--- src/rtl/raster_cmd_queue.sv ---
// Raster command queue: buffers CPU draw commands in a circular FIFO and issues
// them one at a time to the rasterizer, with a mandatory idle gap between commands.
//
// Ports:
//   clk, rst_async        clock and asynchronous active-low reset
//   push_*                CPU enqueue side (valid/ready handshake plus operands)
//   flush                 discard every queued entry that has not yet been issued
//   gpu_execute_request   high while a command is in flight
//   gpu_* operands        operands of the in-flight command
//   gpu_done              one-cycle completion pulse from the rasterizer
//   count                 number of queued entries, excluding the in-flight one
//   overflow              sticky flag: a push was attempted while the queue was full
module raster_cmd_queue #(
  parameter int unsigned DEPTH    = 4,
  parameter int unsigned CMD_W    = 3,
  parameter int unsigned COLOUR_W = 3,
  parameter int unsigned COORD_W  = 8
) (
  input  logic                       clk,
  input  logic                       rst_async,
  input  logic                       push_valid,
  output logic                       push_ready,
  input  logic [CMD_W-1:0]           push_command,
  input  logic [COLOUR_W-1:0]        push_colour,
  input  logic [COORD_W-1:0]         push_x0,
  input  logic [COORD_W-1:0]         push_y0,
  input  logic [COORD_W-1:0]         push_x1,
  input  logic [COORD_W-1:0]         push_y1,
  input  logic                       flush,
  output logic                       gpu_execute_request,
  output logic [CMD_W-1:0]           gpu_command,
  output logic [COLOUR_W-1:0]        gpu_colour,
  output logic [COORD_W-1:0]         gpu_x0,
  output logic [COORD_W-1:0]         gpu_y0,
  output logic [COORD_W-1:0]         gpu_x1,
  output logic [COORD_W-1:0]         gpu_y1,
  input  logic                       gpu_done,
  output logic [$clog2(DEPTH):0]     count,
  output logic                       overflow
);

  localparam int unsigned PtrW = $clog2(DEPTH);
  localparam int unsigned CntW = PtrW + 1;
  localparam int unsigned EntW = CMD_W + COLOUR_W + 4 * COORD_W;

  typedef enum logic [1:0] {StIdle, StIssue, StGap} state_e;

  state_e            state_q, state_d;
  logic [PtrW-1:0]   wr_ptr_q, wr_ptr_d;
  logic [PtrW-1:0]   rd_ptr_q, rd_ptr_d;
  logic [CntW-1:0]   count_q, count_d;
  logic              overflow_q, overflow_d;
  logic [EntW-1:0]   op_q, op_d;
  logic [EntW-1:0]   mem_q [DEPTH];

  logic [EntW-1:0]   push_entry;
  logic              push_fire;
  logic              pop;

  assign push_entry = {push_command, push_colour, push_x0, push_y0, push_x1, push_y1};

  // Ready comes from registered occupancy only, so a same-cycle pop never frees a slot.
  assign push_ready = (count_q < CntW'(DEPTH));
  // Flush wins over both a push and an IDLE pop in the same cycle.
  assign push_fire  = push_valid & push_ready & ~flush;
  assign pop        = (state_q == StIdle) & (count_q != '0) & ~flush;

  always_comb begin
    state_d = state_q;
    case (state_q)
      StIdle:  if (pop) state_d = StIssue;
      StIssue: if (gpu_done) state_d = StGap;
      StGap:   state_d = StIdle;
      default: state_d = StIdle;
    endcase
  end

  always_comb begin
    wr_ptr_d   = wr_ptr_q;
    rd_ptr_d   = rd_ptr_q;
    count_d    = count_q;
    overflow_d = overflow_q;
    op_d       = op_q;

    if (push_fire) wr_ptr_d = wr_ptr_q + PtrW'(1);

    if (flush) begin
      rd_ptr_d   = wr_ptr_q;
      count_d    = '0;
      overflow_d = 1'b0;
    end else begin
      if (pop) rd_ptr_d = rd_ptr_q + PtrW'(1);
      case ({push_fire, pop})
        2'b10:   count_d = count_q + CntW'(1);
        2'b01:   count_d = count_q - CntW'(1);
        default: count_d = count_q;
      endcase
      if (push_valid && !push_ready) overflow_d = 1'b1;
    end

    // Operands are captured only on the IDLE->ISSUE transition.
    if (pop) op_d = mem_q[rd_ptr_q];
  end

  always_ff @(posedge clk or negedge rst_async) begin
    if (!rst_async) begin
      state_q    <= StIdle;
      wr_ptr_q   <= '0;
      rd_ptr_q   <= '0;
      count_q    <= '0;
      overflow_q <= 1'b0;
      op_q       <= '0;
    end else begin
      state_q    <= state_d;
      wr_ptr_q   <= wr_ptr_d;
      rd_ptr_q   <= rd_ptr_d;
      count_q    <= count_d;
      overflow_q <= overflow_d;
      op_q       <= op_d;
    end
  end

  // Storage is not reset; pointers and count define which entries are valid.
  always_ff @(posedge clk) begin
    if (push_fire) mem_q[wr_ptr_q] <= push_entry;
  end

  assign gpu_execute_request = (state_q == StIssue);
  assign {gpu_command, gpu_colour, gpu_x0, gpu_y0, gpu_x1, gpu_y1} = op_q;
  assign count    = count_q;
  assign overflow = overflow_q;

endmodule

--- config.mk ---
export PLATFORM = sky130hd
export DESIGN_NAME = raster_cmd_queue
export DESIGN_NICKNAME = d
export VERILOG_FILES = /design/src/rtl/raster_cmd_queue.sv
export SDC_FILE = /design/constraint.sdc
export NUM_CORES = 1
export LEC_CHECK = 0
export BUFFER_PORTS_ARGS = -buffer_cell sky130_fd_sc_hd__buf_2
export CORE_ASPECT_RATIO = 0.5
export CORE_UTILIZATION = 35
export CTS_BUF_LIST = sky130_fd_sc_hd__clkbuf_16
export DETAILED_ROUTE_END_ITERATION = 12
export HOLD_SLACK_MARGIN = 0.03
export MAX_ROUTING_LAYER = met4
export PLACE_DENSITY = 0.53
export SYNTH_ARGS = -nofsm -noshare
export SYNTH_HDL_FRONTEND = slang
export SYNTH_SLANG_ARGS = --single-unit
--- constraint.sdc ---
create_clock -name clk -period 3.27 [get_ports clk]
set_input_delay 0.327 -clock clk [delete_from_list [all_inputs] [get_ports clk]]
set_output_delay 0.327 -clock clk [all_outputs]
set_load 0.02 [all_outputs]
==> flow_metrics.py, run 1 <==
metrics = {
    "place": {
        "port_buffers": 86,
        "routabilityCongestion": 0.680,
        "dpl_cell_area_um2": 8470,
        "hpwl_um": 8310,
    },
    "sta": {
        "slew_headroom_pct": 40.0,
        "rsz0062_at_grt": "no",
        "maxSlewViolCount": 0,
        "fmax_ghz": 0.424,
        "hold_violations": 0,
        "setup_tns_ns": 0,
        "max_slew.worst_pin.slew_ns": 0.900,
        "fin_skew_ns": 0.0125,
        "period_minus_slack_ns": 2.36,
        "setup_viol_count_final": 0,
        "finalCritPeriodShare_pct": 72.2,
    },
    "pwr": {
        "combPwrFrac_pct": 30.2,
        "powerDensity_nw_per_um2": 896,
        "p_leak_nw": 3.36,
        "p_switching_mw": 2.56,
        "clockPowerShare_pct": 25.2,
        "pwr-share-seq_pct": 44.7,
        "switching_share_pct": 31.5,
        "internal_power_mw": 5.55,
        "ir_worst_vdd_v": 0.000328,
    },
    "die": {
        "initial_utilization_pct": 36.5,
        "ios": 87,
        "core_um2": 21000,
        "die_w_um": 211,
        "die-area_um2": 22500,
        "dieHeight_um": 107,
        "fp-row-count": 37,
    },
    "critical_path": {
        "worstSetupStartpoint": "state_q[1]",
        "crit_type": "reg -> reg",
        "cp_max_fo": 7,
        "r2r_setup_slack_ns": 0.91,
        "crit_path_start_kind": "flip-flop",
        "crit_chain": "or2_1, or3_2, nor2_1, fa_1, a221oi_1, or2_1, a21oi_1",
        "worstReg2RegStart": "state_q[1]",
        "slowest_delay_ns": 0.45,
        "critPathArrivalTime_ns": 2.66,
        "crit_path_frequent_cell": "or2_1",
        "timing.rr.end": "count[1]",
        "required_ns": 3.57,
        "cp-end-kind": "flip-flop",
        "r2r_cells": 7,
        "cp_slowest_cell": "or3_2",
    },
    "grt": {
        "grt_start_max_net_pins": 40,
        "grt_pass1_wl_um": 22600,
        "grt_use_total_pct": 14.2,
        "antenna_found_initial": 0,
        "grt_pass1_vias": 3731,
        "gr-total-overflow": 0,
    },
    "layout": {
        "final_util_pct": 43.2,
        "nNetsFinal": 494,
        "fin_area_um2": 9050,
        "drive_gt1_share_pct": 45.5,
        "syn_to_final_growth_pct": 18.2,
        "diodes": 0,
        "most-common-layout-cells": "edfxtp_1 (152), buf_2 (86), dfrtp_1 (46)",
        "mostFrequentLayoutCell": "edfxtp_1",
        "fillers": 1843,
    },
    "synthesis": {
        "synth_edf_count": 152,
        "syn_area_um2": 7660,
        "synth_top_family_by_area": "multiplexers",
        "yosysSeqAreaShare_pct": 75.3,
        "yosys.area_share.xor_xnor_pct": 0.457,
        "syn_avg_cell_area_um2": 22.0,
        "syn_nets": 396,
        "async_reset_ff_share_pct": 24.0,
        "synth-seq-cells": 200,
        "synth-main-ff-cell": "edfxtp_1",
        "muxShareOfSynthArea_pct": 18.8,
        "synth_compound_area_share_pct": 1.09,
        "yosys.area_share.simple_pct": 1.86,
        "ys_types": 27,
        "syn_inst": 348,
        "ys_warn_count": 0,
        "synthAdderAreaFrac_pct": 0.915,
    },
    "cts": {
        "cts_setup_buffers": 0,
        "clk_pin_slew_ns": 0.08,
        "cts_max_level": 4,
        "cts_buffer_depth": 2,
        "cts_tree": "yes",
        "cts_buffers": 17,
        "ctsHoldBuffers": 0,
        "root_buffer": "clkbuf_16",
        "clk_latency_ns": 0.43,
        "cts_resized": 0,
        "clock-sinks": 200,
    },
    "routing": {
        "drc_errors": 0,
        "drt_iter0_drc": 175,
        "wl_per_cell_um": 18.9,
        "avgViaCountPerCell": 4.62,
        "drt_pass1_iterations": 4,
        "vias": 3468,
        "postRouteAntennaNets": 0,
        "drt-total-wl_um": 14200,
    },
    "flow_run": {
        "maxCapViolations": 0,
    },
    "min_path": {
        "holdCritPathClass": "in -> async",
    },
    "run_status": {
        "outcome": "finished, final reports clean",
    },
}
power by group through the flow:
stage | Sequential (mW) | Clock, mW | Combinational [mW]
floorplan | 3.80 | 0 | 1.69
global placement | 3.68 | 0 | 2.48
detailed placement | 3.69 | 0 | 2.49
CTS | 3.64 | 2.11 | 2.49
global route | 3.71 | 2.21 | 2.64
finish | 3.62 | 2.04 | 2.45
state kept, by name, summed over array words and instances, names as in the netlist:
register	cells
count	3
mem_q	152
op_q	38
overflow	1
rd_ptr_q	2
state_q	2
wr_ptr_q	2
metal layers:
metal / vias to the layer above / routed length, µm / part of all wire (%) / track usage [%]
met5: - / 0 / 0 / -
met1: 1834 / 6920 / 49 / 19.2
met2: 44 / 6850 / 48 / 21.7
li1: 1578 / - / - / -
met4: 0 / 129 / 0.91 / 4.04
met3: 12 / 324 / 2.3 / 3.25
worst max-delay path, delay by kind of cell, from the launching register on:
family / cells / cell delay, ns
flops: 1 / 0.40
fa+ha+maj: 1 / 0.43
compound gates: 2 / 0.35
simple gates: 4 / 1.06
cell usage after synthesis (all sizes together), types with 4 or more instances:
cell type  number  share of area, %
o21ai           5              0.33
xnor2           4              0.46
a21oi           7              0.46
edfxtp        152                60
inv             4              0.20
mux2           39               7.6
buf            12               1.2
nand2           4              0.20
nor2            5              0.25
and2            5              0.41
clkbuf          5              0.25
ha              4              0.65
mux4           38                11
dfrtp          48                16
cells by family (layout without fill, tap and decap cells):
kind of cell / after synthesis / in the layout
flip-flops: 200 / 200
multiplexers: 77 / 77
AO/OA/AOI/OAI: 15 / 15
XOR/XNOR: 4 / 4
adder cells (fa/ha/maj): 5 / 5
AND/OR/NAND/NOR: 26 / 26
buffers and inverters: 21 / 132
area by class of cell:
| class | count | area (µm²) | area share (%) |
|---|---|---|---|
| flip-flops and latches | 200 | 5770 | 63.8 |
| multi-input cells | 127 | 1780 | 19.6 |
| repair buffers | 96 | 543 | 6.00 |
| clock buffers | 17 | 425 | 4.70 |
| well taps | 292 | 365 | 4.04 |
| clock inverters | 15 | 156 | 1.73 |
| inverters | 4 | 15.0 | 0.166 |
through the flow:
step	hold WS, ns	setup WS [ns]	power, mW	cells
floorplan	0.0314	0.805	5.48	348
global placement	0.477	0.962	6.16	719
detailed placement	0.481	0.957	6.18	719
CTS	0.0407	0.945	8.25	751
global route	0.0575	0.789	8.56	751
finish	0.0114	0.910	8.11	751
worst max path at each step:
stage,depth (start not counted),slack [ns],end
final,7,0.91,count[1]
after global routing,7,0.79,count[1]
after CTS,7,0.95,count[1]
after detailed placement,7,0.96,count[1]
after global placement,7,0.96,count[1]
after floorplan,10,0.81,count[1]
(Power assumes the default switching activity.)
==> run 2: changes to the inputs <==
--- a/config.mk
+++ b/config.mk
@@ -5,6 +5,7 @@
 export SDC_FILE = /design/constraint.sdc
 export NUM_CORES = 1
 export LEC_CHECK = 0
+export ABC_AREA = 1
 export BUFFER_PORTS_ARGS = -buffer_cell sky130_fd_sc_hd__buf_2
 export CORE_ASPECT_RATIO = 0.5
 export CORE_UTILIZATION = 35
@@ -12,7 +13,7 @@
 export DETAILED_ROUTE_END_ITERATION = 12
 export HOLD_SLACK_MARGIN = 0.03
 export MAX_ROUTING_LAYER = met4
-export PLACE_DENSITY = 0.53
+export PLACE_DENSITY = 0.55
 export SYNTH_ARGS = -nofsm -noshare
 export SYNTH_HDL_FRONTEND = slang
 export SYNTH_SLANG_ARGS = --single-unit
==> constraint.sdc (replaced) <==
create_clock -name clk -period 1.97 [get_ports clk]
set_input_delay 0.197 -clock clk [delete_from_list [all_inputs] [get_ports clk]]
set_output_delay 0.197 -clock clk [all_outputs]
set_load 0.02 [all_outputs]
==> run 2 against run 1 <==
  * Combinational power grew 88%
  * Area after synthesis shrank 0.62%
  * Critical path depth shrank 1
  * Design area grew 5.1%
  * Via count grew 40%
  * Highest routed layer unchanged
  * Non-clock buffer count grew 46
  * Synthesized cell count grew 73%
  * Sequential cell count is the same
  * Die area shrank 0.61%
  * Maximum frequency grew 36%
==> flow_metrics.py, run 2 <==
metrics = {
    "place": {
        "dp.cells": 964,
        "hpwl_um": 9260,
        "routabilityCongestion": 0.739,
        "port_buffers": 86,
    },
    "routing": {
        "avgViaCountPerCell": 4.70,
        "drt_pass1_iterations": 5,
        "drt_iter0_drc": 319,
        "vias": 4872,
        "drt-total-wl_um": 16600,
        "drc_errors": 0,
        "wl_per_cell_um": 16.0,
        "postRouteAntennaNets": 0,
    },
    "sta": {
        "period_minus_slack_ns": 1.73,
        "fmax_ghz": 0.577,
        "finalCritPeriodShare_pct": 88.0,
        "maxSlewViolCount": 0,
        "rsz0062_at_grt": "no",
        "max_slew.worst_pin.slew_ns": 0.804,
        "setup_viol_count_final": 0,
        "fin_skew_ns": 0.0154,
        "whs_ns": 0.0632,
        "setup_tns_ns": 0,
        "hold_violations": 0,
        "slew_headroom_pct": 46.3,
    },
    "layout": {
        "mostFrequentLayoutCell": "edfxtp_1",
        "drive_gt1_share_pct": 19.8,
        "diodes": 0,
        "largest_reg_flops": 152,
        "nNetsFinal": 779,
        "fillers": 1940,
        "syn_to_final_growth_pct": 25.0,
        "finalNonFillerCells": 1036,
        "regMostFlops": "mem_q",
        "final_util_pct": 45.5,
        "most-common-layout-cells": "edfxtp_1 (152), nand2_1 (129), buf_2 (86)",
    },
    "critical_path": {
        "crit_type": "reg -> reg",
        "cp-end-kind": "flip-flop",
        "r2r_setup_slack_ns": 0.24,
        "timing.rr.end": "state_q[0]",
        "r2r_cells": 6,
        "crit_path_end": "state_q[0]",
        "crit_path_start_kind": "flip-flop",
        "cp_max_fo": 39,
        "worstSetupStartpoint": "count[1]",
        "worstReg2RegStart": "count[1]",
        "critPathArrivalTime_ns": 2.00,
        "required_ns": 2.24,
    },
    "synthesis": {
        "ys_warn_count": 0,
        "synth-seq-cells": 200,
        "synth_edf_count": 152,
        "ys_types": 27,
        "yosys-top-cells-area": "edfxtp_1 (60%), dfrtp_1 (16%), nand2_1 (6.4%), o21ai_0 (4.7%), nor2_1 (4.2%)",
        "synth-main-ff-cell": "edfxtp_1",
        "syn_avg_cell_area_um2": 12.6,
        "syn_nets": 650,
        "syn_inst": 602,
        "syn_area_um2": 7610,
        "yosysSeqAreaShare_pct": 75.7,
        "yosysMostFrequentCell": "edfxtp_1",
        "synth_commonest_cells": "edfxtp_1 (152), nand2_1 (129), nor2_1 (86), o21ai_0 (72), dfrtp_1 (48)",
        "synth_top_cell_area_share_pct": 60.0,
        "yosysTopAreaCell": "edfxtp_1",
        "async_reset_ff_share_pct": 24.0,
    },
    "grt": {
        "antenna_found_initial": 0,
        "grt_use_total_pct": 16.4,
        "grt_pass1_wl_um": 26700,
        "gr-total-overflow": 0,
        "grt_start_max_net_pins": 78,
        "grt_pass1_vias": 4911,
    },
    "die": {
        "dieHeight_um": 106,
        "die_w_um": 211,
        "ios": 87,
        "initial_utilization_pct": 36.4,
        "die-area_um2": 22400,
        "fp-row-count": 37,
        "core_um2": 20900,
    },
    "pwr": {
        "switching_share_pct": 37.2,
        "powerDensity_nw_per_um2": 1450,
        "internal_power_mw": 8.69,
        "pwr-share-seq_pct": 40.9,
        "p_leak_nw": 3.72,
        "ir_worst_vdd_v": 0.000782,
        "clockPowerShare_pct": 25.9,
        "combPwrFrac_pct": 33.2,
        "p_switching_mw": 5.15,
    },
    "cts": {
        "cts_resized": 0,
        "clk_latency_ns": 0.43,
        "cts_max_level": 4,
        "root_buffer": "clkbuf_16",
        "ctsHoldBuffers": 40,
        "cts_buffer_depth": 2,
        "cts_setup_buffers": 0,
        "clk_pin_slew_ns": 0.07,
        "cts_tree": "yes",
        "cts_buffers": 17,
        "clock-sinks": 200,
    },
    "min_path": {
        "holdCritPathClass": "in -> reg",
    },
    "run_status": {
        "outcome": "finished, final reports clean",
    },
    "flow_run": {
        "maxCapViolations": 0,
    },
}
## run 2: cell types whose count changed after synthesis, moves of 5 or more
cell and delta:
o22ai_1 +38, clkbuf_1 +10, a21oi_1 -5, and2_1 -5, mux4_2 -38, mux2_4 -38
nand2_1 +125, nand3_1 +5, inv_1 +9, nor2_1 +81, o21ai_0 +71
## run 2: worst min path at each step
stage | depth (start not counted) | start | end
finish | 2 | flush | overflow
global route | 2 | flush | overflow
CTS | 2 | flush | overflow
detailed placement | 1 | rst_async | op_q[21]
global placement | 1 | rst_async | op_q[22]
floorplan | 0 | rst_async | count[0]
## run 2: cell type report
class	count	area (µm²)	share of cell area [%]
clock inverter	15	183	1.92
inverter	16	60.1	0.631
sequential	200	5770	60.6
timing repair buffer	142	1050	11.0
tap	292	365	3.84
clock buffer	17	425	4.47
multi-input combinational	354	1660	17.5
## run 2: cells by family (layout without fill, tap and decap cells)
group / Yosys count / after routing / share of synthesized area [%]
simple gates: 228 / 228 / 11.8
flops: 200 / 200 / 75.7
compound gates: 120 / 120 / 8.61
buf+inv: 48 / 190 / 2.79
fa+ha+maj: 5 / 5 / 0.920
xor+xnor: 1 / 1 / 0.115
## run 2: worst max-delay path, stage by stage (launching register included)
cell and delay [ns]:
dfrtp_1 0.42, nor2_1 0.16, nand2_2 0.09, nand2_2 0.11, nor2_4 0.05, inv_2 0.59
o21ai_1 0.15
## run 2: layer usage
| metal | share of wire, % | GRT usage [%] | wire (µm) |
|---|---|---|---|
| met1 | 47 | 20.8 | 7870 |
| met2 | 48 | 26.3 | 8000 |
| met4 | 0.59 | 4.87 | 98 |
| met3 | 4.0 | 3.72 | 661 |
| met5 | 0 | - | 0 |
## run 2: power by group through the flow
stage | Combinational (mW) | Sequential [mW] | Clock, mW
2_1_floorplan | 2.54 | 6.22 | 0
3_3_place_gp | 4.55 | 5.75 | 0
3_5_place_dp | 4.61 | 5.76 | 0
4_1_cts | 4.69 | 5.67 | 3.63
5_1_grt | 5.18 | 5.75 | 3.81
6_report | 4.60 | 5.66 | 3.58
## run 2: per-stage QoR
| step | instance area (µm²) | setup WS, ns | power, mW |
|---|---|---|---|
| after floorplan | 7620 | -0.279 | 8.76 |
| after global placement | 8510 | 0.237 | 10.3 |
| after detailed placement | 8510 | 0.225 | 10.4 |
| after CTS | 9520 | 0.210 | 14.0 |
| after global routing | 9520 | 0.0592 | 14.7 |
| final | 9520 | 0.237 | 13.8 |
==> run 3: changes to the inputs <==
--- a/config.mk
+++ b/config.mk
@@ -7,13 +7,14 @@
 export LEC_CHECK = 0
 export ABC_AREA = 1
 export BUFFER_PORTS_ARGS = -buffer_cell sky130_fd_sc_hd__buf_2
-export CORE_ASPECT_RATIO = 0.5
+export CORE_ASPECT_RATIO = 1.25
 export CORE_UTILIZATION = 35
 export CTS_BUF_LIST = sky130_fd_sc_hd__clkbuf_16
 export DETAILED_ROUTE_END_ITERATION = 12
 export HOLD_SLACK_MARGIN = 0.03
 export MAX_ROUTING_LAYER = met4
 export PLACE_DENSITY = 0.55
+export SETUP_SLACK_MARGIN = 0.5
 export SYNTH_ARGS = -nofsm -noshare
 export SYNTH_HDL_FRONTEND = slang
 export SYNTH_SLANG_ARGS = --single-unit
==> run 3 against run 2 <==
  * Core utilization up 0.88 points
  * Maximum frequency up 16%
  * Clock-buffer cell count unchanged
  * Sequential power up 1%
  * Critical endpoint is now mem_q[2][20]
  * Clock power down 5%
  * Worst hold slack better by 0.027 ns
  * Global-route usage up 0.23 points
==> flow_metrics.py, run 3 (synthesized netlist as in run 2, its figures left out) <==
metrics = {
    "place": {
        "hpwl_um": 10300,
        "port_buffers": 86,
        "routabilityCongestion": 0.764,
    },
    "pwr": {
        "total_power_mw": 14.2,
        "powerDensity_nw_per_um2": 1450,
        "p_leak_nw": 3.84,
        "ir_worst_vdd_v": 0.000762,
    },
    "die": {
        "die_w_um": 134,
        "fp-row-count": 59,
        "die-area_um2": 22300,
        "dieHeight_um": 167,
        "core_um2": 21000,
        "initial_utilization_pct": 36.2,
        "ios": 87,
    },
    "routing": {
        "drt_iter0_drc": 433,
        "avgViaCountPerCell": 4.84,
        "postRouteAntennaNets": 0,
        "drc_errors": 0,
        "vias": 5026,
        "drt-total-wl_um": 17600,
        "wl_per_cell_um": 16.9,
        "drt_pass1_iterations": 4,
    },
    "layout": {
        "regMostFlops": "mem_q",
        "mostFrequentLayoutCell": "edfxtp_1",
        "final_util_pct": 46.4,
        "drive_gt1_share_pct": 23.0,
        "largest_reg_flops": 152,
        "fillers": 1881,
        "nNetsFinal": 800,
        "diodes": 0,
        "most-common-layout-cells": "edfxtp_1 (152), nand2_1 (129), buf_2 (86)",
        "syn_to_final_growth_pct": 28.1,
    },
    "critical_path": {
        "crit_type": "reg -> reg",
        "crit_path_start_kind": "flip-flop",
        "r2r_cells": 5,
        "critPathArrivalTime_ns": 1.62,
        "cp-end-kind": "flip-flop",
        "cp_max_fo": 19,
        "required_ns": 2.10,
    },
    "sta": {
        "hold_violations": 0,
        "setup_tns_ns": 0,
        "fin_skew_ns": 0.0102,
        "fmax_ghz": 0.672,
        "setup_viol_count_final": 0,
        "maxSlewViolCount": 0,
        "max_slew.worst_pin.slew_ns": 0.692,
        "slew_headroom_pct": 53.9,
        "rsz0062_at_grt": "yes",
        "period_minus_slack_ns": 1.49,
        "finalCritPeriodShare_pct": 75.6,
    },
    "cts": {
        "clk_latency_ns": 0.43,
        "clock-sinks": 200,
        "root_buffer": "clkbuf_16",
        "cts_buffer_depth": 2,
        "cts_tree": "yes",
        "clk_pin_slew_ns": 0.07,
        "cts_buffers": 17,
        "cts_max_level": 4,
    },
    "flow_run": {
        "maxCapViolations": 0,
    },
    "min_path": {
        "holdPathStages": 3,
        "holdCritPathClass": "in -> reg",
    },
    "grt": {
        "grt_use_total_pct": 16.6,
        "antenna_found_initial": 0,
        "grt_pass1_wl_um": 26800,
        "gr-total-overflow": 0,
        "grt_pass1_vias": 5110,
        "grt_start_max_net_pins": 49,
    },
    "run_status": {
        "outcome": "finished, final reports clean",
    },
}
-- run 3: changes by cell type in the layout (fill, tap and decap cells not counted), sizes merged --
cell / change
inv: -4
buf: +19
clkinv: +3
bufinv: +1
clkbuf: +2
-- run 3: metal layers --
layer	vias to the layer above	routed length [µm]	global-route usage (%)
met5	-	0	-
met4	0	259	5.58
li1	2410	-	-
met3	20	609	2.89
met2	105	9160	28.5
met1	2491	7540	19.5
-- run 3: path summary, 6_finish.rpt --
check	slack, ns	end	startpoint
setup / recovery	0.48	mem_q[2][20]	count[2]
hold / removal	0.09	overflow	push_valid
setup reg to reg	0.48	mem_q[2][20]	count[2]
hold reg to reg	0.48	op_q[11]	op_q[11]
max in group asynchronous	1.03	rd_ptr_q[0]	rst_async
min in group asynchronous	0.44	op_q[29]	rst_async
-- run 3: repair_timing --
item / CTS / global route
gates cloned: 0 / 3
hold buffers: 40 / 0
gates resized for setup: 18 / 17
pin swaps: 0 / 5
setup endpoints to repair: 118 / 176
buffers inserted: 3 / 11
hold endpoints to repair: 202 / 0
-- run 3: stage by stage --
stage               worst slack (ns)  cell area, µm²  hold slack (ns)  cells
floorplan                      0.165            7650          -0.0986    602
global placement               0.333            8470            0.354    950
detailed placement             0.268            8470            0.376    950
CTS                            0.501            9540           0.0650   1025
global route                   0.428            9750           0.0805   1039
finish                         0.482            9750           0.0903   1039
-- run 3: final cells by class --
class | count | area, µm² | share of cell area (%)
clock buffers | 17 | 425 | 4.36
inverters | 16 | 75.1 | 0.770
multi-input cells | 354 | 1680 | 17.2
clock inverters | 15 | 153 | 1.57
flip-flops and latches | 200 | 5770 | 59.2
repair buffers | 163 | 1310 | 13.4
well taps | 274 | 343 | 3.52
-- run 3: worst max-delay path: stages, from the launching register on --
cell	delay (ns)
dfrtp_2	0.43
inv_4	0.09
nand3_4	0.19
nor2_4	0.16
buf_4	0.13
buf_12	0.17
-- run 3: report_power, final --
group          total (mW)  switching [mW]  internal [mW]
registers            5.74           0.391           5.35
clock network        3.40            1.52           1.88
logic                5.02            3.21           1.80
